<file path="src/rtl/ikaopll_eg_state_ctrl_pkg.sv">
// Shared definitions for the OPLL envelope phase sequencer: phase encodings,
// slot count and the layout of one circular-storage entry.
package ikaopll_eg_state_ctrl_pkg;
  localparam int SLOTS  = 18;
  localparam int SLOT_W = 5;

  typedef enum logic [1:0] {
    EG_ATTACK  = 2'd0,
    EG_DECAY   = 2'd1,
    EG_SUSTAIN = 2'd2,
    EG_RELEASE = 2'd3
  } eg_phase_e;

  typedef struct packed {
    eg_phase_e phase;
    logic      kon_prev;
  } eg_entry_t;
endpackage

</file>
<file path="src/rtl/ikaopll_eg_state_ctrl_if.sv">
// Slot-rate bundle between the operator sequencer, the phase sequencer and the
// EG datapath. The master drives the per-slot inputs; the slave reports the phase.
interface ikaopll_eg_state_ctrl_if #(
  parameter int SLOT_W = ikaopll_eg_state_ctrl_pkg::SLOT_W
);
  logic              phi1_ncen_n;
  logic              cycle_00;
  logic              kon;
  logic              atten_zero;
  logic              atten_ge_sl;
  logic              test_freeze;
  logic [SLOT_W-1:0] slot;
  logic [1:0]        envstat;
  logic              eg_restart;

  modport master (
    output phi1_ncen_n, cycle_00, kon, atten_zero, atten_ge_sl, test_freeze,
    input  slot, envstat, eg_restart
  );

  modport slave (
    input  phi1_ncen_n, cycle_00, kon, atten_zero, atten_ge_sl, test_freeze,
    output slot, envstat, eg_restart
  );
endinterface

</file>
<file path="src/rtl/ikaopll_eg_slot_sr.sv">
// Circular per-slot storage: the head is the slot being processed, the
// updated entry enters at the tail, and a synchronous clear resets every entry.
module ikaopll_eg_slot_sr #(
  parameter int DEPTH = ikaopll_eg_state_ctrl_pkg::SLOTS
) (
  input  logic                                 clk,
  input  logic                                 clr_n,
  input  logic                                 shift,
  input  ikaopll_eg_state_ctrl_pkg::eg_entry_t din,
  output ikaopll_eg_state_ctrl_pkg::eg_entry_t head
);
  import ikaopll_eg_state_ctrl_pkg::*;

  eg_entry_t mem [DEPTH];

  always_ff @(posedge clk) begin
    if (!clr_n) begin
      for (int i = 0; i < DEPTH; i++) mem[i] <= '{phase: EG_RELEASE, kon_prev: 1'b0};
    end else if (shift) begin
      for (int i = 0; i < DEPTH - 1; i++) mem[i] <= mem[i + 1];
      mem[DEPTH - 1] <= din;
    end
  end

  assign head = mem[0];
endmodule

</file>
<file path="src/rtl/ikaopll_eg_state_ctrl.sv">
// Per-operator envelope phase sequencer: walks the 18 slots, presents each
// slot's phase and decides its next phase from key-on edges and attenuation flags.
module ikaopll_eg_state_ctrl #(
  parameter int SLOTS  = 18,
  parameter int SLOT_W = 5
) (
  input logic                     i_EMUCLK,
  input logic                     i_IC_n,
  ikaopll_eg_state_ctrl_if.slave  eg
);
  import ikaopll_eg_state_ctrl_pkg::*;

  logic              adv;
  eg_entry_t         head;
  eg_entry_t         tail_d;
  logic              restart_d;
  logic [SLOT_W-1:0] slot_q;
  logic              restart_q;

  assign adv = ~eg.phi1_ncen_n;

  // Priority order matters: a key-on edge outranks the attenuation flags, and
  // only one transition is taken per visit.
  always_comb begin
    tail_d    = head;
    restart_d = 1'b0;
    if (!eg.test_freeze) begin
      tail_d.kon_prev = eg.kon;
      if (eg.kon && !head.kon_prev) begin
        tail_d.phase = EG_ATTACK;
        restart_d    = 1'b1;
      end else if (!eg.kon && head.kon_prev) begin
        tail_d.phase = EG_RELEASE;
      end else if (head.phase == EG_ATTACK && eg.atten_zero) begin
        tail_d.phase = EG_DECAY;
      end else if (head.phase == EG_DECAY && eg.atten_ge_sl) begin
        tail_d.phase = EG_SUSTAIN;
      end
    end
  end

  ikaopll_eg_slot_sr #(.DEPTH(SLOTS)) u_slot_sr (
    .clk   (i_EMUCLK),
    .clr_n (i_IC_n),
    .shift (adv),
    .din   (tail_d),
    .head  (head)
  );

  // cycle_00 only relabels the counter; storage keeps its own rotation.
  always_ff @(posedge i_EMUCLK) begin
    if (!i_IC_n) begin
      slot_q    <= '0;
      restart_q <= 1'b0;
    end else if (adv) begin
      if (eg.cycle_00 || slot_q == SLOT_W'(SLOTS - 1)) slot_q <= '0;
      else                                            slot_q <= slot_q + SLOT_W'(1);
      restart_q <= restart_d;
    end
  end

  assign eg.slot       = slot_q;
  assign eg.envstat    = head.phase;
  assign eg.eg_restart = restart_q;
endmodule
</file>
<file path="src/flat_wrapper.sv">
// flat-port wrapper written by rule: the top's interface ports become plain ports
module ikaopll_eg_state_ctrl_flat import ikaopll_eg_state_ctrl_pkg::*;
#(
  parameter int SLOTS  = 18,
  parameter int SLOT_W = 5
)
  (i_EMUCLK, i_IC_n, eg_phi1_ncen_n, eg_cycle_00, eg_kon, eg_atten_zero, eg_atten_ge_sl, eg_test_freeze, eg_slot, eg_envstat, eg_eg_restart);
  ikaopll_eg_state_ctrl_if #(.SLOT_W(SLOT_W)) eg_i ();
  input logic i_EMUCLK;
  input logic i_IC_n;
  input wire logic [$bits(eg_i.phi1_ncen_n)-1:0] eg_phi1_ncen_n;
  input wire logic [$bits(eg_i.cycle_00)-1:0] eg_cycle_00;
  input wire logic [$bits(eg_i.kon)-1:0] eg_kon;
  input wire logic [$bits(eg_i.atten_zero)-1:0] eg_atten_zero;
  input wire logic [$bits(eg_i.atten_ge_sl)-1:0] eg_atten_ge_sl;
  input wire logic [$bits(eg_i.test_freeze)-1:0] eg_test_freeze;
  output wire logic [$bits(eg_i.slot)-1:0] eg_slot;
  output wire logic [$bits(eg_i.envstat)-1:0] eg_envstat;
  output wire logic [$bits(eg_i.eg_restart)-1:0] eg_eg_restart;
  assign eg_i.phi1_ncen_n = eg_phi1_ncen_n;
  assign eg_i.cycle_00 = eg_cycle_00;
  assign eg_i.kon = eg_kon;
  assign eg_i.atten_zero = eg_atten_zero;
  assign eg_i.atten_ge_sl = eg_atten_ge_sl;
  assign eg_i.test_freeze = eg_test_freeze;
  assign eg_slot = eg_i.slot;
  assign eg_envstat = eg_i.envstat;
  assign eg_eg_restart = eg_i.eg_restart;
  ikaopll_eg_state_ctrl #(.SLOTS(SLOTS), .SLOT_W(SLOT_W)) u_core (.i_EMUCLK(i_EMUCLK), .i_IC_n(i_IC_n), .eg(eg_i));
endmodule
</file>
<file path="config.mk">
export PLATFORM = sky130hd
export DESIGN_NAME = ikaopll_eg_state_ctrl_flat
export DESIGN_NICKNAME = d
export VERILOG_FILES = /design/src/rtl/ikaopll_eg_state_ctrl_pkg.sv /design/src/rtl/ikaopll_eg_state_ctrl_if.sv /design/src/rtl/ikaopll_eg_slot_sr.sv /design/src/rtl/ikaopll_eg_state_ctrl.sv /design/src/flat_wrapper.sv
export SDC_FILE = /design/constraint.sdc
export NUM_CORES = 1
export LEC_CHECK = 0
export BUFFER_PORTS_ARGS = -buffer_cell sky130_fd_sc_hd__buf_4
export CAP_MARGIN = 20
export CORE_MARGIN = 2
export CORE_UTILIZATION = 25
export CTS_CLUSTER_DIAMETER = 100
export DETAILED_ROUTE_END_ITERATION = 16
export PLACE_DENSITY_LB_ADDON = 0.12
export SYNTH_ARGS = -nofsm -noshare
export SYNTH_HDL_FRONTEND = slang
export SYNTH_SLANG_ARGS = --single-unit
</file>
<file path="constraint.sdc">
create_clock -name i_EMUCLK -period 5.4 [get_ports i_EMUCLK]
set_input_delay 0.81 -clock i_EMUCLK [delete_from_list [all_inputs] [get_ports i_EMUCLK]]
set_output_delay 0.81 -clock i_EMUCLK [all_outputs]
set_load 0.05 [all_outputs]
</file>
==> flow_summary.json, run 1 <==
{
  "grt_util_met1_pct": 11.7,
  "crit_slowest_cell": "edfxtp_1",
  "port_buffers": 15,
  "r2r-end": "u_core.eg.slot[0]$_SDFFE_PN0N_",
  "period_minus_slack_ps": 1920,
  "ys_seq_area_share_pct": 72.7,
  "rsz0062_at_grt": "no",
  "critPathKind": "reg2out",
  "post-route-period-util_pct": 35.5,
  "core_mm2": 0.00928,
  "worstHoldStart": "u_core.u_slot_sr.mem[0][7]$_SDFFCE_PN1P_",
  "tritoncts": "yes",
  "synth_area_mm2": 0.00240,
  "antenna_found_initial": 0,
  "share_seq_of_total_power_pct": 58.0,
  "hold_viol": 0,
  "reg2reg_from": "u_core.eg.slot[1]$_SDFFE_PN0N_",
  "ys_types": 27,
  "start_kind": "flip-flop",
  "cts-buffers-inserted": 9,
  "power.total_mw": 0.894,
  "hold_class": "reg2reg",
  "grt_pass1_vias": 1315,
  "r2r_setup_slack_ps": 3830,
  "drcViolationCount": 0,
  "clock_latency_ps": 330,
  "fillerInstances": 993,
  "grt_max_degree": 55,
  "p_switching_mw": 0.204,
  "syn_inst": 168,
  "drv_cap": 0,
  "hold_end": "u_core.u_slot_sr.mem[0][4]$_SDFFCE_PN1P_",
  "finalSetupViolations": 0,
  "post-cts-setup-buffers": 0,
  "busiest_layer": "met1",
  "grt_use_met2_pct": 11.5,
  "crit_family": "flip-flops",
  "cts.repair.resized": 0,
  "max-vdd-ir-drop_uv": 112,
  "worst_pin_slew_ps": 705,
  "grt_pass1_wl_mm": 6.69,
  "intPower_mw": 0.689,
  "setup_tns_ps": 0,
  "cp.buffers_inverters": 1,
  "htreeDepth": 3,
  "n_antenna_cell": 0,
  "final_util_pct": 30.3,
  "use_met3_pct": 4.51,
  "die_h_um": 102,
  "endpoint_kind": "output pin",
  "ys_ff_latch": 60,
  "syn_nets": 178,
  "clock-sinks": 60,
  "dp_hpwl_mm": 2.11,
  "first_iter_violations": 58,
  "swShare_pct": 22.9,
  "fin_skew_ps": 9.68,
  "fmax_ghz": 0.521,
  "min_path_cells": 1,
  "routed_via_density": 4.06,
  "synthToLayoutAreaGrowth_pct": 17.4,
  "path_cells": "buf_4",
  "die_area_mm2": 0.0104,
  "p_comb_share_pct": 4.3,
  "max-slew-margin-rel_pct": 53.0,
  "slowest_delay_ps": 520,
  "slew_viol_final": 0,
  "status": "finished clean",
  "ant_nets": 0,
  "critPathMaxFanout": 5,
  "start_util_pct": 25.8,
  "clk_pin_slew_ps": 60,
  "placedInstanceArea_mm2": 0.00263,
  "dr.pass1.iters": 4,
  "cp.arrival_ps": 1110,
  "grt_overflow": 0,
  "hold_buffers": 0,
  "wl_per_cell_um": 12.4,
  "ios": 16,
  "path_depth": 1,
  "leakage_nw": 0.872,
  "clock-root-buffer": "clkbuf_8",
  "ys_warn_count": 0,
  "cp.required_ps": 4590,
  "clkPwrFrac_pct": 37.6,
  "drive_gt1_share_pct": 17.2,
  "final_area_mm2": 0.00281,
  "grt.total_usage_pct": 8.68,
  "die_w_um": 102,
  "vias": 1303,
  "worstRegToRegCells": 5,
  "nNetsFinal": 197,
  "routabilityCongestion": 0.765,
  "wirelength_mm": 4.00,
  "fp-row-count": 35,
  "syn_area_per_cell_um2": 14.3,
  "clock_path_buffers": 2,
  "powerDensity_mw_per_mm2": 318
}
per-layer routing:
| metal | part of all wire [%] | vias up | wire length [um] |
|---|---|---|---|
| li1 | - | 626 | - |
| met1 | 53 | 646 | 2100 |
| met2 | 42 | 24 | 1660 |
| met3 | 4.4 | 7 | 176 |
| met4 | 1.4 | 0 | 57 |
| met5 | 0 | - | 0 |
cells in the final DEF (no fill, tap or decap), drive strengths merged, types with 3 or more instances in the layout:
cell    netlist  layout
edfxtp       54      54
nand2b       34      34
and2         19      19
buf           7      17
clkbuf        2      10
nand2         8       8
o21ai         6       6
dfxtp         6       6
nor2          5       5
clkinv        0       5
nor2b         4       4
a21oi         3       3
a21boi        3       3
registers in the layout, indices dropped and copies added (netlist names):
name and cells:
u_core.u_slot_sr.mem 54, u_core.eg.slot 5, u_core.eg.eg_restart 1
cells by family (layout without fill, tap and decap cells):
logic type,after synthesis,count (layout),share of synthesized area [%]
AO/OA/AOI/OAI,16,16,3.92
buffers and inverters,11,35,2.56
adder cells (fa/ha/maj),3,3,1.46
multiplexers,1,1,0.418
AND/OR/NAND/NOR,77,77,19.0
flip-flops,60,60,72.7
power groups by stage:
| stage | combinational, mW | clock (mW) | sequential, mW |
|---|---|---|---|
| floorplan | 0.0209 | 0 | 0.531 |
| global placement | 0.0361 | 0 | 0.528 |
| detailed placement | 0.0372 | 0 | 0.528 |
| CTS | 0.0375 | 0.355 | 0.518 |
| global route | 0.0428 | 0.371 | 0.519 |
| finish | 0.0388 | 0.336 | 0.518 |
stage by stage:
step	std cells	hold slack (ps)	setup slack, ps
detailed placement	304	485	3010
global placement	304	483	3060
CTS	320	501	3390
floorplan	168	477	2900
finish	321	497	3480
global route	321	506	3440
worst max path at each step:
stage | from | endpoint | slack [ps]
after detailed placement | eg_phi1_ncen_n | u_core.u_slot_sr.mem[0][52]$_SDFFCE_PN1P_ | 3010
after global placement | eg_phi1_ncen_n | u_core.u_slot_sr.mem[0][52]$_SDFFCE_PN1P_ | 3060
after global routing | u_core.u_slot_sr.mem[0][1]$_SDFFCE_PN1P_ | eg_envstat[0] | 3440
after floorplan | eg_phi1_ncen_n | u_core.u_slot_sr.mem[0][0]$_SDFFCE_PN0P_ | 2900
after CTS | eg_phi1_ncen_n | u_core.u_slot_sr.mem[0][52]$_SDFFCE_PN1P_ | 3390
final | u_core.u_slot_sr.mem[0][1]$_SDFFCE_PN1P_ | eg_envstat[0] | 3480
cells in the mapped netlist:
master	number	share of area, %
maj3_1	1	0.42
a21oi_1	3	0.63
nor2_1	5	0.78
nand4_1	1	0.26
a21boi_0	2	0.63
buf_2	4	0.84
nand2_1	8	1.3
nand3_1	2	0.42
nand2b_1	34	8.9
ha_1	2	1.0
o21ai_0	6	1.3
edfxtp_1	54	68
and4bb_1	1	0.52
o22ai_1	1	0.26
or4_1	1	0.31
buf_6	1	0.47
o211ai_1	1	0.31
clkbuf_1	2	0.31
mux2i_1	1	0.42
nor2b_1	4	1.0
dfxtp_1	6	5.0
nor4_1	2	0.52
buf_4	2	0.63
inv_1	2	0.31
a31oi_1	2	0.52
a21boi_1	1	0.31
and2_1	19	5.0
layout make-up:
type                            count  area [um^2]  area share (%)
Clock buffer                       10          128            4.54
Clock inverter                      6         31.3            1.11
Inverter                            2         7.51           0.267
Multi-Input combinational cell     97          603            21.4
Sequential cell                    60         1740            61.9
Tap cell                          129          161            5.74
Timing Repair Buffer               17          140            4.98
(Power assumes the default switching activity.)
==> run 2, diff against run 1 <==
Settings changed: ABC_AREA set to 1.
Clock period 5.4 ns to 1.94 ns, I/O delays scaled along.
==> run 2 against run 1 <==
Against the previous run: synthesized area increased by 1.8%; first-iteration DRC count is 3.4% lower; critical endpoint is now eg_envstat[1]; largest power group unchanged; non-clock buffer count shrank 1; register-to-register slack worse by 3100 ps; critical path type unchanged; setup slack got worse by 2900 ps; clock power grew to 3.0 times the previous value; global-route usage down 0.34 points; via count grew 0.84%; power rose to 2.9 times the previous value; highest routed layer unchanged.
==> flow_summary.json, run 2 <==
{
  "hold_viol": 0,
  "grt_max_degree": 57,
  "cp.buffers_inverters": 1,
  "vias": 1314,
  "clock_latency_ps": 330,
  "seq_area_mm2": 0.00174,
  "antenna_found_initial": 0,
  "clock-root-buffer": "clkbuf_8",
  "place_ws_ps": 487,
  "layout_common_cells": "54 x edfxtp_1, 31 x or2_1, 30 x inv_1",
  "final_util_pct": 29.6,
  "finalSetupViolations": 0,
  "synthToLayoutAreaGrowth_pct": 16.8,
  "leakage_nw": 0.944,
  "routabilityCongestion": 0.760,
  "syn_nets": 208,
  "start_util_pct": 25.3,
  "slew_viol_final": 0,
  "die_w_um": 103,
  "dp.cells": 340,
  "p_comb_share_pct": 4.1,
  "syn_inst": 198,
  "clock_path_buffers": 2,
  "clk_pin_slew_ps": 80,
  "rsz0062_at_grt": "no",
  "fmax_ghz": 0.729,
  "syn_area_per_cell_um2": 12.3,
  "fin_cells": 356,
  "cp.required_ps": 1650,
  "grt_overflow": 0,
  "port_buffers": 15,
  "dr.pass1.iters": 3,
  "drcViolationCount": 0,
  "hold_buffers": 0,
  "routed_via_density": 3.69,
  "fillerInstances": 1023,
  "synth_area_leaders": "edfxtp_1 66%, or2_1 7.9%, dfxtp_1 4.9%, inv_1 4.6%, nor2_1 4.0%",
  "powerDensity_mw_per_mm2": 896,
  "first_iter_violations": 56,
  "die_h_um": 103,
  "synth_top_area_share_pct": 66.5,
  "setup_tns_ps": 0,
  "power.total_mw": 2.55,
  "fp-row-count": 36,
  "tritoncts": "yes",
  "post-cts-setup-buffers": 0,
  "path_cells": "buf_4",
  "slowest_delay_ps": 500,
  "crit_slowest_cell": "edfxtp_1",
  "final_area_mm2": 0.00285,
  "grt.total_usage_pct": 8.34,
  "critPathMaxFanout": 4,
  "dp_hpwl_mm": 2.07,
  "htreeDepth": 3,
  "grt_pass1_wl_mm": 6.45,
  "placedInstanceArea_mm2": 0.00267,
  "cts.repair.resized": 0,
  "mostFrequentLayoutCell": "edfxtp_1",
  "ys_ff_latch": 60,
  "ios": 16,
  "ys_async_sr_fraction_pct": 0,
  "ys_seq_area_share_pct": 71.4,
  "worst_pin_slew_ps": 494,
  "synth_area_mm2": 0.00244,
  "intPower_mw": 1.93,
  "max-vdd-ir-drop_uv": 236,
  "multi_input_area_um2": 517,
  "largest-register": "u_core.u_slot_sr.mem",
  "post-route-period-util_pct": 70.7,
  "p_switching_mw": 0.622,
  "hold_ws_ps": 237,
  "synth_edf_count": 54,
  "ys_types": 19,
  "cts-buffers-inserted": 9,
  "ys_warn_count": 0,
  "share_seq_of_total_power_pct": 56.5,
  "finalWorstSetupSlack_ps": 569,
  "cp.arrival_ps": 1080,
  "hold_class": "in2reg",
  "drv_cap": 0,
  "nNetsFinal": 228,
  "wirelength_mm": 3.83,
  "r2r_setup_slack_ps": 750,
  "largest_register_ffs": 54,
  "crit_family": "flip-flops",
  "endpoint_kind": "output pin",
  "synth_top_cell_by_area": "edfxtp_1",
  "clkPwrFrac_pct": 39.4,
  "grt_pass1_vias": 1317,
  "status": "finished clean",
  "period_minus_slack_ps": 1370,
  "ant_nets": 0,
  "wl_per_cell_um": 10.8,
  "start_kind": "flip-flop",
  "clock-sinks": 60,
  "synth_ff_type": "edfxtp_1",
  "fin_skew_ps": 5.44,
  "yosysMostFrequentCell": "edfxtp_1",
  "core_mm2": 0.00964,
  "max-slew-margin-rel_pct": 67.1,
  "swShare_pct": 24.3,
  "drive_gt1_share_pct": 17.0,
  "die_area_mm2": 0.0106,
  "critPathKind": "reg2out",
  "netlist_top_cells_count": "54 x edfxtp_1, 31 x or2_1, 30 x inv_1",
  "n_antenna_cell": 0
}
run 2: layer usage:
| metal | vias to the layer above | global-route usage [%] | routed length, um |
|---|---|---|---|
| li1 | 678 | - | - |
| met1 | 609 | 11.4 | 2010 |
| met2 | 21 | 11.3 | 1600 |
| met3 | 6 | 2.64 | 147 |
| met4 | 0 | 5.47 | 73 |
| met5 | - | 0 | 0 |
run 2: power groups by stage:
| stage | sequential [mW] | clock (mW) | combinational (mW) |
|---|---|---|---|
| CTS | 1.44 | 1.05 | 0.109 |
| global route | 1.44 | 1.10 | 0.121 |
| detailed placement | 1.47 | 0 | 0.108 |
| global placement | 1.47 | 0 | 0.111 |
| finish | 1.44 | 1.01 | 0.106 |
| floorplan | 1.48 | 0 | 0.0662 |
run 2: final cells by class:
cell class                 instances  area share [%]
sequential                        60            61.1
multi-input combinational        100            18.1
clock buffer                       9            4.35
tap                              133            5.84
timing repair buffer              16            4.65
clock inverter                     7            1.84
inverter                          31            4.08
run 2: path summary, 6_finish.rpt:
| kind | from | endpoint | cells after the start |
|---|---|---|---|
| setup / recovery | u_core.u_slot_sr.mem[0][2]$_SDFFCE_PN1P_ | eg_envstat[1] | 1 |
| hold / removal | eg_phi1_ncen_n | u_core.eg.eg_restart$_SDFFE_PN0N_ | 3 |
| setup reg to reg | u_core.eg.slot[1]$_SDFFE_PN0N_ | u_core.eg.slot[4]$_SDFFE_PN0N_ | 9 |
| hold reg to reg | u_core.eg.eg_restart$_SDFFE_PN0N_ | u_core.eg.eg_restart$_SDFFE_PN0N_ | 2 |
run 2: cell families after synthesis:
group                      count (synthesis)  share of synthesized area [%]
buffers and inverters                     38                           7.54
xor gates and xnor gates                   1                          0.359
adders and majority gates                  2                           1.03
and+or+nand+nor                           90                           18.1
DFF                                       60                           71.4
AOI/OAI and AO/OA                          7                           1.64
run 2: worst reg2reg max path, stage by stage, from the launching register on:
cell,delay [ps]
dfxtp_1,390
inv_1,80
ha_1,180
nand2_1,60
inv_1,30
nand2_1,50
nand2_1,80
nand2_1,70
nand2_1,80
nor2_1,100
==> run 3, diff against run 2 <==
Clock period 1.94 ns to 1.3 ns, I/O delays scaled along.
==> run 3 against run 2 <==
Against the previous run: critical path depth did not move; final cell count rose by 1.7%; global-route usage up 0.11 points; utilization is 0.78 points higher; hold slack got worse by 96 ps; sequential share of layout area fell by 1.5 points; die area is the same; non-clock buffer count is 6 higher; largest power group unchanged.
==> flow_summary.json, run 3 (synthesis results as in run 2) <==
{
  "status": "finished clean",
  "swShare_pct": 22.8,
  "placedInstanceArea_mm2": 0.00272,
  "clock_latency_ps": 340,
  "rsz0062_at_grt": "no",
  "wirelength_mm": 3.89,
  "p_comb_share_pct": 4.3,
  "max-vdd-ir-drop_uv": 497,
  "dp.cells": 344,
  "tritoncts": "yes",
  "finalSetupViolations": 0,
  "slew_viol_final": 0,
  "grt_max_degree": 41,
  "finalWorstSetupSlack_ps": 91.7,
  "largest_register_ffs": 54,
  "die_w_um": 103,
  "grt_pass1_vias": 1298,
  "n_antenna_cell": 0,
  "synthToLayoutAreaGrowth_pct": 19.9,
  "p_switching_mw": 0.905,
  "layout_common_cells": "54 x edfxtp_1, 31 x or2_1, 30 x inv_1",
  "path_cells": "buf_4",
  "worst_pin_slew_ps": 332,
  "slowest_delay_ps": 430,
  "clock_path_buffers": 2,
  "dp_hpwl_mm": 2.26,
  "cp-startpoint": "u_core.eg.slot[2]$_SDFFE_PN0N_",
  "post-route-period-util_pct": 92.9,
  "place_ws_ps": 60.8,
  "core_mm2": 0.00964,
  "power.total_mw": 3.97,
  "intPower_mw": 3.07,
  "port_buffers": 15,
  "vias": 1350,
  "fp-row-count": 36,
  "grt_pass1_wl_mm": 6.47,
  "worstHoldStart": "i_IC_n",
  "critPathMaxFanout": 6,
  "share_seq_of_total_power_pct": 54.2,
  "final_area_mm2": 0.00293,
  "critPathKind": "reg2out",
  "antenna_found_initial": 0,
  "clk_pin_slew_ps": 70,
  "first_iter_violations": 89,
  "routed_via_density": 3.73,
  "period_minus_slack_ps": 1210,
  "reg2reg_from": "u_core.u_slot_sr.mem[0][0]$_SDFFCE_PN0P_",
  "powerDensity_mw_per_mm2": 1360,
  "die_h_um": 103,
  "crit_slowest_cell": "dfxtp_1",
  "clock-root-buffer": "clkbuf_8",
  "drv_cap": 0,
  "crit_family": "flip-flops",
  "hold_class": "in2reg",
  "hold_viol": 0,
  "grt.total_usage_pct": 8.45,
  "clkPwrFrac_pct": 41.5,
  "endpoint_kind": "output pin",
  "fmax_ghz": 0.828,
  "hold_ws_ps": 141,
  "mostFrequentLayoutCell": "edfxtp_1",
  "ios": 16,
  "grt_overflow": 0,
  "cp.required_ps": 1110,
  "cts-buffers-inserted": 9,
  "ant_nets": 0,
  "fin_skew_ps": 7.66,
  "dr.pass1.iters": 6,
  "routabilityCongestion": 0.756,
  "start_util_pct": 25.3,
  "start_kind": "flip-flop",
  "drive_gt1_share_pct": 19.7,
  "leakage_nw": 0.980,
  "cp.arrival_ps": 1010,
  "cts.repair.resized": 0,
  "cp.buffers_inverters": 1,
  "clock-sinks": 60,
  "nNetsFinal": 234,
  "die_area_mm2": 0.0106,
  "setup_tns_ps": 0,
  "max-slew-margin-rel_pct": 77.8,
  "htreeDepth": 3,
  "largest-register": "u_core.u_slot_sr.mem",
  "drcViolationCount": 0,
  "fin_cells": 362,
  "wl_per_cell_um": 10.7,
  "final_util_pct": 30.3
}
run 3: repair_timing:
item                       4_1_cts  5_1_grt
setup endpoints to repair        0        2
hold buffers                     0        0
buffers inserted                 0        2
run 3: power groups by stage:
stage,sequential [mW],clock [mW],combinational [mW]
floorplan,2.21,0,0.0991
global placement,2.20,0,0.180
detailed placement,2.20,0,0.178
CTS,2.15,1.69,0.178
global route,2.16,1.78,0.196
finish,2.15,1.65,0.172
run 3: per-layer routing:
| metal | GRT usage [%] | share of wire [%] |
|---|---|---|
| met5 | 0 | 0 |
| met3 | 3.05 | 4.0 |
| met2 | 10.9 | 39 |
| met1 | 11.7 | 54 |
| met4 | 5.77 | 3.1 |
run 3: worst paths after layout:
check,end,slack [ps],cells after the start
setup / recovery,eg_slot[2],90,1
hold reg to reg,u_core.eg.eg_restart$_SDFFE_PN0N_,490,2
hold / removal,u_core.eg.eg_restart$_SDFFE_PN0N_,140,3
setup reg to reg,u_core.u_slot_sr.mem[0][53]$_SDFFCE_PN1P_,160,4
run 3: cell type report:
type | count | area, um^2
Multi-Input combinational cell | 100 | 517
Timing Repair Buffer | 22 | 190
Clock inverter | 7 | 67.6
Clock buffer | 9 | 124
Fill cell | 1013 | 6710
Sequential cell | 60 | 1740
Inverter | 31 | 116
Tap cell | 133 | 166
